### src/rtl/seq_pattern_detector.sv
// Purpose : serial sequence detector with a runtime pattern, don't-care mask and overlap mode.
// Latency : match is registered; it pulses the cycle after the final pattern bit is sampled.
// Backpr. : none; din is taken only when en=1, and cfg_load wins over en (din on that edge is dropped).
//
// Ports:
//   clk          rising-edge clock
//   r            asynchronous active-low reset
//   en, din      sample strobe and serial data bit
//   cfg_load     one-cycle strobe that loads cfg_pat / cfg_mask / cfg_overlap and flushes history
//   cfg_pat      pattern, bit 0 = most recently received bit
//   cfg_mask     1 = compare bit, 0 = don't care
//   cfg_overlap  1 = overlapping matches allowed, 0 = history is flushed after each match
//   match        registered one-cycle match pulse
//   armed        history holds PAT_W valid bits
//   match_cnt    saturating match count since reset or load
//
// Build option: define SEQDET_MATCH_CNT_EN to build the saturating match counter.
// Without it, match_cnt is tied to zero and no counter flops are built.

module seq_pattern_detector #(
    parameter int unsigned      PAT_W   = 6,
    parameter int unsigned      CNT_W   = 8,
    parameter logic [PAT_W-1:0] RST_PAT = 6'b111011
) (
    input  logic             clk,
    input  logic             r,
    input  logic             en,
    input  logic             din,
    input  logic             cfg_load,
    input  logic [PAT_W-1:0] cfg_pat,
    input  logic [PAT_W-1:0] cfg_mask,
    input  logic             cfg_overlap,
    output logic             match,
    output logic             armed,
    output logic [CNT_W-1:0] match_cnt
);

    localparam int unsigned      FILL_W    = $clog2(PAT_W + 1);
    localparam logic [FILL_W-1:0] FILL_FULL = FILL_W'(PAT_W);

    typedef enum logic {
        ST_FILL  = 1'b0,
        ST_ARMED = 1'b1
    } state_t;

    state_t             state_q, state_n;
    logic [PAT_W-1:0]   hist_q, hist_n;
    logic [FILL_W-1:0]  fill_q, fill_n;
    logic [PAT_W-1:0]   pat_q, pat_n;
    logic [PAT_W-1:0]   mask_q, mask_n;
    logic               overlap_q, overlap_n;
    logic               match_q, match_n;

    logic [PAT_W-1:0]   hist_sh;
    logic [FILL_W-1:0]  fill_inc;
    logic               hit;

    // State register
    always_ff @(posedge clk or negedge r) begin
        if (!r) begin
            state_q   <= ST_FILL;
            hist_q    <= '0;
            fill_q    <= '0;
            pat_q     <= RST_PAT;
            mask_q    <= '1;
            overlap_q <= 1'b1;
            match_q   <= 1'b0;
        end else begin
            state_q   <= state_n;
            hist_q    <= hist_n;
            fill_q    <= fill_n;
            pat_q     <= pat_n;
            mask_q    <= mask_n;
            overlap_q <= overlap_n;
            match_q   <= match_n;
        end
    end

    // Next-state logic
    always_comb begin
        hist_sh   = {hist_q[PAT_W-2:0], din};
        fill_inc  = (fill_q == FILL_FULL) ? FILL_FULL : (fill_q + FILL_W'(1));
        hit       = 1'b0;
        hist_n    = hist_q;
        fill_n    = fill_q;
        pat_n     = pat_q;
        mask_n    = mask_q;
        overlap_n = overlap_q;
        match_n   = 1'b0;

        if (cfg_load) begin
            pat_n     = cfg_pat;
            mask_n    = cfg_mask;
            overlap_n = cfg_overlap;
            hist_n    = '0;
            fill_n    = '0;
        end else if (en) begin
            // The compare uses the history including the bit arriving on this edge,
            // so the registered pulse lines up with the final sampled bit.
            hit     = (fill_inc == FILL_FULL) && (((hist_sh ^ pat_q) & mask_q) == '0);
            match_n = hit;
            if (hit && !overlap_q) begin
                hist_n = '0;
                fill_n = '0;
            end else begin
                hist_n = hist_sh;
                fill_n = fill_inc;
            end
        end

        // FILL/ARMED track the fill counter, so the next state follows fill_n.
        state_n = (fill_n == FILL_FULL) ? ST_ARMED : ST_FILL;
    end

    // Outputs
    always_comb begin
        armed = (state_q == ST_ARMED);
        match = match_q;
    end

`ifdef SEQDET_MATCH_CNT_EN
    logic [CNT_W-1:0] cnt_q;

    always_ff @(posedge clk or negedge r) begin
        if (!r) begin
            cnt_q <= '0;
        end else if (cfg_load) begin
            cnt_q <= '0;
        end else if (hit && (cnt_q != {CNT_W{1'b1}})) begin
            cnt_q <= cnt_q + CNT_W'(1);
        end
    end

    assign match_cnt = cnt_q;
`else
    assign match_cnt = '0;
`endif

endmodule

### config.mk
export PLATFORM = sky130hd
export DESIGN_NAME = seq_pattern_detector
export DESIGN_NICKNAME = d
export VERILOG_FILES = /design/src/rtl/seq_pattern_detector.sv
export SDC_FILE = /design/constraint.sdc
export NUM_CORES = 1
export LEC_CHECK = 0
export BUFFER_PORTS_ARGS = -buffer_cell sky130_fd_sc_hd__buf_2
export CORE_MARGIN = 1.5
export CORE_UTILIZATION = 52
export DETAILED_ROUTE_END_ITERATION = 10
export PLACE_DENSITY_LB_ADDON = 0.08
export SKIP_LAST_GASP = 1
export SLEW_MARGIN = 40
export SYNTH_ARGS = -nofsm -noshare
export SYNTH_HDL_FRONTEND = slang
export SYNTH_SLANG_ARGS = --single-unit
### constraint.sdc
create_clock -name clk -period 2.08 [get_ports clk]
set_clock_uncertainty 0.2 [all_clocks]
set_input_delay 0.416 -clock clk [delete_from_list [all_inputs] [get_ports clk]]
set_output_delay 0.416 -clock clk [all_outputs]
set_load 0.03 [all_outputs]
# ---- Word-level counts from Yosys, hierarchy flattened
# Cells that the tools add are included.
# Widths: inputs -> output; s select.
dict set report word_totals {
  mem_bits_ro 0
  memories 0
  latch_bits 0
  input_bits 18
  out_inout_bits 10
  ff_bits 23
  mem_bits_rw 0
}
dict set report op_classes {
  n_div 0
  n_addsub 1
  eq_ne 3
  order_cmp 0
  bitwise 2
  n_mux 10
  reduce_logical 5
  n_mul 0
  shifts 0
}
# op count
set op_table {}
lappend op_table {{$mux 5} 3}
lappend op_table {{$mux 3} 4}
lappend op_table {{$eq 3x3->1 const B} 3}
lappend op_table {{$and 6x6->6} 1}
lappend op_table {{$logic_not 6->1} 1}
lappend op_table {{$xor 6x6->6} 1}
lappend op_table {{$add 3x1->3 const B} 1}
lappend op_table {{$mux 1} 3}
lappend op_table {{$logic_and 1x1->1} 2}
lappend op_table {{$reduce_bool 2->1} 1}
lappend op_table {{$logic_not 1->1} 1}

# ---- Depth between registers and ports, before layout
dict set report logic_depth {
  word_depth 10
  ltp_mapped 6
}

# ---- Worst setup path after synthesis
# No wires, ideal clock.
dict set report synth_timing {
  path_type {flip-flop to flip-flop}
  from {register fill_q[0]}
  to {register fill_q[2]}
  setup_time_ns 0.111
  t_arrival_ns 1.456
  stages_incl_launch_ff 6
  period_less_slack_ns 1.767
  path_slack_ns 0.313
  t_required_ns 1.769
  n_path_buf 0
  cell_sequence {dfrtp_1 > ha_1 > xor2_1 > a32oi_1 > nor4_4 > a2111oi_2}
}
dict set report synth_via {
  elab_chain_len 8
}
# item line
set synth_lines {}
lappend synth_lines {{start: declaration} 48} ;# logic [FILL_W-1:0] fill_q, fill_n;
lappend synth_lines {{start signal: assignment} 71} ;# fill_q <= fill_n;
lappend synth_lines {{$add 3x1->3 / $eq 3x3->1 (equally long branches)} 82} ;# fill_inc = (fill_q == FILL_FULL) ? FILL_FULL : (fill_q + FILL_W'(1));
lappend synth_lines {{$mux 3 (*)} 82}
lappend synth_lines {{$eq 3x3->1} 100} ;# hit = (fill_inc == FILL_FULL) && (((hist_sh ^ pat_q) & mask_q) == '0);
lappend synth_lines {{$logic_and 1x1->1} 100}
lappend synth_lines {{$logic_and 1x1->1} 102} ;# if (hit && !overlap_q) begin
lappend synth_lines {{$mux 3 (*)} 102}
lappend synth_lines {{$mux 3 (*)} 97} ;# end else if (en) begin
lappend synth_lines {{$mux 3 (*)} 91} ;# if (cfg_load) begin
lappend synth_lines {{named net fill_n[2]} 48}
# Mark *: on every way through the listed nets, which the timed path passes. The rest lies on a longest branch.
# A chain may end at the register's enable or synchronous reset.

# ---- Worst setup path after layout
# Same ends and word-level chain as after synthesis.

==> flow_metrics.py <==
metrics = {
    "outcome": {
        "status": "finished clean",
    },
    "final_layout": {
        "final_cell_mix": "buf_2, mux2_2, dfstp_2",
        "fillers": 189,
        "layout_commonest_cell": "buf_2",
        "utilization_pct": 62.2,
        "drive_gt1_share_pct": 44.2,
        "seq_area_um2": 591,
        "multi_input_area_um2": 564,
        "finalInstanceArea_um2": 1380,
        "nets": 150,
        "insertedDiodeCount": 0,
        "area_growth_pct": 12.7,
    },
    "setup_path": {
        "crit_path_cell_trace": "ha_1, xor2_1, a32oi_1, nor4_4, buf_4, a2111oi_2",
        "critPathCaptureType": "flip-flop",
        "r2r_cells": 6,
        "arrival_ns": 2.02,
        "critPathRequiredTime_ns": 2.09,
        "crit_type": "flip-flop to flip-flop",
        "worstPathBufferInverterCount": 1,
        "critical-path-top-delay-family": "compound AO/OA/AOI/OAI gates",
        "slowest_delay_ns": 0.44,
        "slowest_stage": "dfrtp_1",
        "startpoint_type": "flip-flop",
        "cp.depth": 6,
        "worstPathMaxFanout": 5,
    },
    "power_and_ir_drop": {
        "p_leak_nw": 0.635,
        "power.density_nw_per_um2": 648,
        "irDropWorstVdd_mv": 0.473,
    },
    "drt": {
        "first_pass_iters": 4,
        "ant_nets": 0,
        "drtIter0Drc": 17,
        "drcViolationCount": 0,
        "drt_wl_total_um": 2230,
        "wl_per_cell_um": 14.2,
        "vias_per_cell": 5.62,
        "vias": 882,
    },
    "floorplan": {
        "dieArea_um2": 2650,
        "fp.dieW_um": 51.4,
        "start_util_pct": 55.1,
        "io_pins": 28,
        "core_um2": 2210,
        "die-height_um": 51.4,
        "row_count": 17,
    },
    "timing": {
        "setup_viol": 0,
        "hold_violations": 0,
        "slew_headroom_pct": 63.9,
        "period_needed_ns": 2.00,
        "fin_crit_sh_pct": 96.4,
        "finalWorstSetupSlack_ns": 0.0756,
        "fmax_ghz": 0.499,
        "worstMarginPinSlew_ns": 0.540,
        "finalSetupTns_ns": 0,
        "slew_viol_final": 0,
    },
    "yosys": {
        "synth.cell_area_um2": 1220,
        "yosys.area.top_type": "dfstp_2",
        "synth_cells": 105,
        "ys_top_cells_by_area": "dfstp_2, dfrtp_1, mux2_2",
        "ys_ff_latch": 23,
        "synth.distinct_cells": 27,
        "ys_seq_area_share_pct": 48.4,
        "avgSynthCellArea_um2": 11.6,
        "synth_top_cell_area_share_pct": 25.8,
        "synth-warning-count": 0,
    },
    "global_routing": {
        "overflow": 0,
        "grt_pass1_wl_um": 3590,
        "grt_pass1_vias": 873,
        "grt_max_degree": 24,
        "track_usage_pct": 18.2,
        "antenna_found_initial": 0,
    },
    "clock_tree": {
        "cts_tree": "yes",
        "numCtsBuffers": 3,
        "clkLatencyLatePin_ns": 0.31,
        "clock-sinks": 23,
        "htree_levels": 1,
        "clk_pin_slew_ns": 0.13,
        "clk_path_buf_depth": 2,
        "root_buffer": "clkbuf_4",
    },
    "hold_path": {
        "hold_path.class": "input pin to flip-flop",
        "hold_depth": 2,
    },
    "placement": {
        "hpwl_um": 1590,
        "portBuffers": 19,
        "post-place-ws_ns": 0.114,
        "gp_congestion": 0.700,
        "placed_area_um2": 1320,
    },
    "flow_run": {
        "cap_viol_max_count": 0,
    },
}
[synthesized netlist by cell type, drive strengths merged]
library cell and count:
mux2 14, dfstp 12, a22o 4, nor4 1
a21oi 1, buf 12, conb 1, and3 1
nor2b 2, a32oi 7, and4b 1, xor2 7
nand3 1, inv 2, a31oi 1, nand2 10
clkbuf 1, a2111oi 1, and3b 1, dfrtp 11
o32ai 1, ha 2, o21ai 7, and2 1
o2111ai 1, nor2 2
[routing by layer]
metal  GRT usage (%)  share of wire, %  vias to the layer above
met4            5.70              0.58                        0
met2            32.7                52                       26
met5               0                 0                        -
li1                -                 -                      413
met1            22.3                44                      441
met3            2.63               3.6                        2
[registers in the layout, indices dropped and copies added (netlist names)]
register   cells
overlap_q      1
mask_q         6
armed          1
match          1
pat_q          6
fill_q         3
hist_q         5
[kinds of logic (layout without fill, tap and decap cells)]
| kind of cell | Yosys count | count (layout) | share of synthesized area, % |
|---|---|---|---|
| compound gates | 23 | 23 | 14.4 |
| flops | 23 | 23 | 48.4 |
| simple gates | 20 | 20 | 9.44 |
| buf+inv | 15 | 32 | 7.49 |
| mux | 14 | 14 | 12.9 |
| xor+xnor | 7 | 7 | 5.03 |
| fa+ha+maj | 2 | 2 | 2.05 |
| other cells | 1 | 8 | 0.307 |
[report_power, final]
part / internal, W / switching, W / leakage (nW) / total [W]
combinational: 0.0000719 / 0.0000883 / 0.343 / 0.000160
clock: 0.0000717 / 0.000127 / 0.0177 / 0.000199
sequential: 0.000500 / 0.0000315 / 0.274 / 0.000532
total: 0.000644 / 0.000247 / 0.635 / 0.000891
[repair_timing]
action,4_1_cts,5_1_grt
hold buffers,1,0
setup endpoints to repair,0,2
buffers inserted,0,3
resized for setup,0,0
hold endpoints to repair,11,0
[through the flow]
step / total power, W / hold slack (ns) / instances
floorplan: 0.000658 / -0.0796 / 112
global placement: 0.000693 / 0.207 / 149
detailed placement: 0.000699 / 0.212 / 149
CTS: 0.000902 / 0.121 / 154
global route: 0.000938 / 0.117 / 157
finish: 0.000891 / 0.129 / 157
[final timing paths]
| kind | endpoint | startpoint | slack [ns] |
|---|---|---|---|
| max | fill_q[2] | fill_q[0] | 0.08 |
| min | pat_q[4] | cfg_pat[4] | 0.13 |
| max reg2reg | fill_q[2] | fill_q[0] | 0.08 |
| min reg2reg | hist_q[4] | hist_q[4] | 0.34 |
| max in group asynchronous | pat_q[1] | r | 0.91 |
| min in group asynchronous | match | r | 0.39 |
[layout make-up]
| type | count | area share [%] |
|---|---|---|
| timing repair buffer | 26 | 10.9 |
| inverter | 2 | 0.546 |
| clock inverter | 1 | 0.364 |
| clock buffer | 3 | 1.64 |
| multi-input combinational | 74 | 41.0 |
| sequential | 23 | 42.9 |
| tap | 28 | 2.55 |
Power figures use the tool's default switching activity.
